==> src/rtl/regfile_pkg.sv <==
// Shared constants, clear-engine state type and zero-register index helper
// for the multi-port LEGv8 register file.
package regfile_pkg;

  localparam int DATA_W_DEF = 64;
  localparam int ADDR_W_DEF = 5;

  typedef enum logic {
    IDLE  = 1'b0,
    CLEAR = 1'b1
  } state_t;

  // Highest entry index; used as the hardwired zero register.
  function automatic int zero_idx(input int addr_w);
    return (1 << addr_w) - 1;
  endfunction

endpackage

==> src/rtl/mux_n1.sv <==
// Word-wide 2**SEL_W:1 multiplexer; one instance per read port selects the
// addressed entry out of the flop array.
module mux_n1 #(
  parameter int W     = 64,
  parameter int SEL_W = 5
) (
  input  logic [2**SEL_W-1:0][W-1:0] din,
  input  logic [SEL_W-1:0]           sel,
  output logic [W-1:0]               dout
);

  assign dout = din[sel];

endmodule

==> src/rtl/regfile_np.sv <==
// NRD-read / 1-write register file with hardwired zero entry, write-to-read
// bypass, optional registered read stage and a one-entry-per-cycle clear sweep.
module regfile_np
  import regfile_pkg::*;
#(
  parameter int DATA_W  = DATA_W_DEF,
  parameter int ADDR_W  = ADDR_W_DEF,
  parameter int NRD     = 2,
  parameter bit ZERO_EN = 1'b1,
  parameter bit REG_OUT = 1'b1
) (
  input  logic                           clk,
  input  logic                           reset_n,
  input  logic                           wr_en,
  input  logic [ADDR_W-1:0]              wr_addr,
  input  logic [DATA_W-1:0]              wr_data,
  input  logic [NRD-1:0]                 rd_en,
  input  logic [NRD-1:0][ADDR_W-1:0]     rd_addr,
  output logic [NRD-1:0][DATA_W-1:0]     rd_data,
  output logic [NRD-1:0]                 rd_valid,
  input  logic                           clr,
  output logic                           busy
);

  localparam int                NREGS = 2**ADDR_W;
  localparam logic [ADDR_W-1:0] ZIDX  = ADDR_W'(zero_idx(ADDR_W));
  localparam logic [ADDR_W-1:0] LAST  = ADDR_W'(NREGS - 1);

  logic [NREGS-1:0][DATA_W-1:0] mem;
  state_t                       state;
  logic [ADDR_W-1:0]            ptr;
  logic                         wr_ok;

  assign busy  = (state == CLEAR);
  assign wr_ok = wr_en && !busy && !(ZERO_EN && (wr_addr == ZIDX));

  always_ff @(posedge clk or negedge reset_n) begin
    if (!reset_n) begin
      state <= IDLE;
      ptr   <= '0;
    end else if (state == IDLE) begin
      if (clr) state <= CLEAR;
    end else begin
      ptr <= (ptr == LAST) ? '0 : ptr + 1'b1;
      if (ptr == LAST) state <= IDLE;
    end
  end

  // The sweep owns the write port while busy, so external writes are dropped.
  always_ff @(posedge clk or negedge reset_n) begin
    if (!reset_n)   mem          <= '0;
    else if (busy)  mem[ptr]     <= '0;
    else if (wr_ok) mem[wr_addr] <= wr_data;
  end

  for (genvar p = 0; p < NRD; p++) begin : g_port
    logic [DATA_W-1:0] mux_out;
    logic [DATA_W-1:0] val;

    mux_n1 #(.W(DATA_W), .SEL_W(ADDR_W)) u_mux (
      .din  (mem),
      .sel  (rd_addr[p]),
      .dout (mux_out)
    );

    always_comb begin
      val = mux_out;
      if (ZERO_EN && (rd_addr[p] == ZIDX))                 val = '0;
      else if (wr_en && !busy && (wr_addr == rd_addr[p])) val = wr_data;
      else if (busy && (rd_addr[p] < ptr))                val = '0;
    end

    if (REG_OUT) begin : g_reg
      logic [DATA_W-1:0] data_q;
      logic              vld_pipe;

      always_ff @(posedge clk or negedge reset_n) begin
        if (!reset_n) begin
          data_q   <= '0;
          vld_pipe <= 1'b0;
        end else begin
          vld_pipe <= rd_en[p];
          if (rd_en[p]) data_q <= val;
        end
      end

      assign rd_data[p]  = data_q;
      assign rd_valid[p] = vld_pipe;
    end else begin : g_comb
      assign rd_data[p]  = val;
      assign rd_valid[p] = rd_en[p];
    end
  end

endmodule

==> config.mk <==
export PLATFORM = sky130hd
export DESIGN_NAME = regfile_np
export DESIGN_NICKNAME = d
export VERILOG_FILES = /design/src/rtl/regfile_pkg.sv /design/src/rtl/mux_n1.sv /design/src/rtl/regfile_np.sv
export SDC_FILE = /design/constraint.sdc
export NUM_CORES = 2
export LEC_CHECK = 0
export ABC_CLOCK_PERIOD_IN_PS = 4700
export BUFFER_PORTS_ARGS = -buffer_cell sky130_fd_sc_hd__clkbuf_2
export CAP_MARGIN = 20
export CORE_UTILIZATION = 40
export DETAILED_ROUTE_END_ITERATION = 16
export GPL_TIMING_DRIVEN = 0
export PLACE_DENSITY = 0.52
export SYNTH_ARGS = -nofsm -noshare
export SYNTH_HDL_FRONTEND = slang
export SYNTH_SLANG_ARGS = --single-unit
==> constraint.sdc <==
create_clock -name clk -period 4.7 [get_ports clk]
set_input_delay 0.47 -clock clk [delete_from_list [all_inputs] [get_ports clk]]
set_output_delay 0.47 -clock clk [all_outputs]
set_load 0.03 [all_outputs]
==> out/metrics.cfg <==
[sta]
period_share = 0.869
layout_min_cycle_time_ps = 4090
finClkSkew_ps = 60.1
rsz0062_at_grt = no
slew_viol_final = 0
hold_viol = 0
worstMarginPinSlew_ps = 1270
whs_ps = 51.7
relSlewSlack = 0.156
setup_violations = 0
max_freq_ghz = 0.245

[logic_synthesis]
synthesis.area_um2 = 111000
synthCells = 7943
synth_common_cells = dfrtp_1 (2184), a22o_1 (1985), mux4_2 (1019)
synth_top_family_by_area = multiplexers
yosysWarnings = 0
ys_types = 46
synthTopCellsByArea = dfrtp_1 (49%), mux4_2 (21%), a22o_1 (16%)
avgSynthCellArea_um2 = 14.0
yosysTopAreaCellShare = 0.490
muxShareOfSynthArea = 0.247
async_reset_ff_frac = 1.00
synth_seq_cells = 2184
synth_top_area_cell = dfrtp_1
syn_nets = 8041
synth_xor_xnor_area_share = 0.000853
synth_most_common_cell = dfrtp_1
synth-simple-area-share = 0.0332
synth_edf_count = 0
synth_compound_area_frac = 0.182
seq_area_frac_synth = 0.490
synthAdderAreaFrac = 0.00146
synth-main-ff-cell = dfrtp_1

[cts]
cts-root-buf = clkbuf_16
clk_pin_slew_ps = 60
cts_setup_buffers = 0
cts_buffers = 249
h-tree-depth = 4
cts_resized = 0
cts_tree = built
ctsHoldBuffers = 7
cts_buffer_depth = 4
insertion_delay_ps = 950
cts_sinks = 2184

[placement]
gp_congestion = 0.927
numPortBuffers = 144
dp_hpwl_mm = 340

[drt]
vias = 83200
drtAntennaViolNets = 0
drc_errors = 0
wirelength_mm = 461
via_per_inst = 6.72
drt_first_pass_iters = 5
wire_per_inst_um = 37.3
drt_iter0_drc = 8972

[floorplan]
fp-row-count = 193
io_pins = 216
die_area_um2 = 281000
fp.dieW_um = 530
fp.dieH_um = 530
start_util = 0.403
core_area_um2 = 277000

[global_routing]
grt_antenna_before_repair = 43
grt_pass1_vias = 85400
grt_pass1_wl_mm = 649
grt_usage = 0.326
grt_max_degree = 119
overflow = 0

[critical_path]
crit_path_end_kind = async pin
crit_path_start = reset_n
r2r_end = g_port[0].g_reg.data_q[55]
worstSetupStartpointType = input port
critical-path-slowest-cell = dlygate4sd3_1
worstPathRequired_ps = 5720
reg2reg_depth = 9
cp_common_cell = buf_16
critPathMaxFanout = 109
crit_buf_inv = 10
path_cells = dlygate4sd3_1, clkbuf_8, buf_16, buf_16, buf_16, buf_16, buf_16, buf_16, buf_16, buf_16
worstPathArrival_ps = 5110
reg2reg_slack_ps = 880
cpPeakStageDelay_ps = 540
path_delay_family = buffers and inverters
path_class = input port to async pin
r2r-start = ptr[4]

[finish]
area_growth_pct = 14.4
nNetsFinal = 8528
drive_above_1_share = 0.258
fill_cells = 24600

[status]
status = finished clean

[power]
totalPowerFinal_w = 0.0501
peakVddDrop_mv = 0.377
power.leakage_nw = 57.0
cellPowerDensity_nw_per_um2 = 393

[worst_hold_path]
holdPathStages = 2
hold_end = mem[124]
holdCritPathClass = input port to register
hp-start = wr_data[60]

[run]
drv_cap = 0

[stage by stage]
step / utilization / area, um^2 / instances / setup TNS, ps / setup slack (ps)
after floorplan: - / 111000 / 7943 / 0 / 2560
after global placement: 0.422 / 117000 / 11800 / - / -52180
after detailed placement: 0.429 / 119000 / 11900 / -42220 / -477
after CTS: 0.460 / 127000 / 12300 / 0 / 445
after global routing: 0.460 / 127000 / 12300 / 0 / 47.5
final: 0.461 / 127000 / 12400 / 0 / 615
[how the worst max path moves through the flow]
| stage | to | slack [ps] | depth (start not counted) |
|---|---|---|---|
| 6_report | mem[1820] | 610 | 10 |
| 5_1_grt | mem[1628] | 50 | 10 |
| 4_1_cts | mem[1885] | 450 | 10 |
| 3_5_place_dp | mem[1885] | -480 | 9 |
| 3_3_place_gp | mem[1821] | -52180 | 1 |
| 2_1_floorplan | g_port[0].g_reg.data_q[22] | 2560 | 9 |
[power by group]
part,internal (W),switching (W)
clock network,0.0121,0.00849
logic,0.00292,0.00595
registers,0.0198,0.000883
total,0.0348,0.0153
[worst register-to-register path, cell delays in order (launching register included)]
cell	delay (ps)
dfrtp_1	500
inv_1	240
ha_1	350
o211ai_1	80
o21ai_0	300
clkbuf_2	500
buf_16	230
clkbuf_1	760
nand4_1	520
nand3_1	240
[cells by family (layout without fill, tap and decap cells)]
group / after synthesis / after routing
compound gates: 2427 / 2427
xor+xnor: 10 / 10
fa+ha+maj: 13 / 13
buf+inv: 1109 / 1797
flops: 2184 / 2184
mux: 1472 / 1472
other cells: 0 / 38
simple gates: 728 / 728
[per-layer routing]
layer / global-route usage / up-vias / routed length (um)
met5: 0 / - / 124
met4: 0.167 / 20 / 26000
met3: 0.0990 / 987 / 46700
met2: 0.501 / 4566 / 210000
met1: 0.417 / 44700 / 179000
li1: - / 33000 / -
[layout by cell type (no fill, tap or decap), types with 118 or more instances in the layout]
cell type     n
o22ai_1     127
nand3_1     133
nand2_1     134
clkbuf_16   252
a21oi_1     130
dfrtp_1    2184
clkbuf_2    158
mux2i_1     389
buf_2       381
nor2b_1     131
a22o_1     1985
nand4_1     128
buf_1       118
mux4_2     1019
clkbuf_1    561
nor2_1      162
[layout make-up]
cell class / count / area (um^2) / area share
Sequential cell: 2184 / 54700 / 0.429
Multi-Input combinational cell: 4650 / 52000 / 0.408
Clock buffer: 359 / 7280 / 0.0571
Buffer: 1098 / 5000 / 0.0392
Tap cell: 3705 / 4640 / 0.0364
Timing Repair Buffer: 236 / 2620 / 0.0205
Clock inverter: 93 / 1160 / 0.00909
Antenna cell: 38 / 95.1 / 0.000746
Inverter: 11 / 41.3 / 0.000324
[flip-flops by register name, summed over array words and instances (netlist names)]
register	count
ptr	5
busy	1
mem	2048
g_port.g_reg.vld_pipe	2
g_port.g_reg.data_q	128
Power figures use the tool's default switching activity.
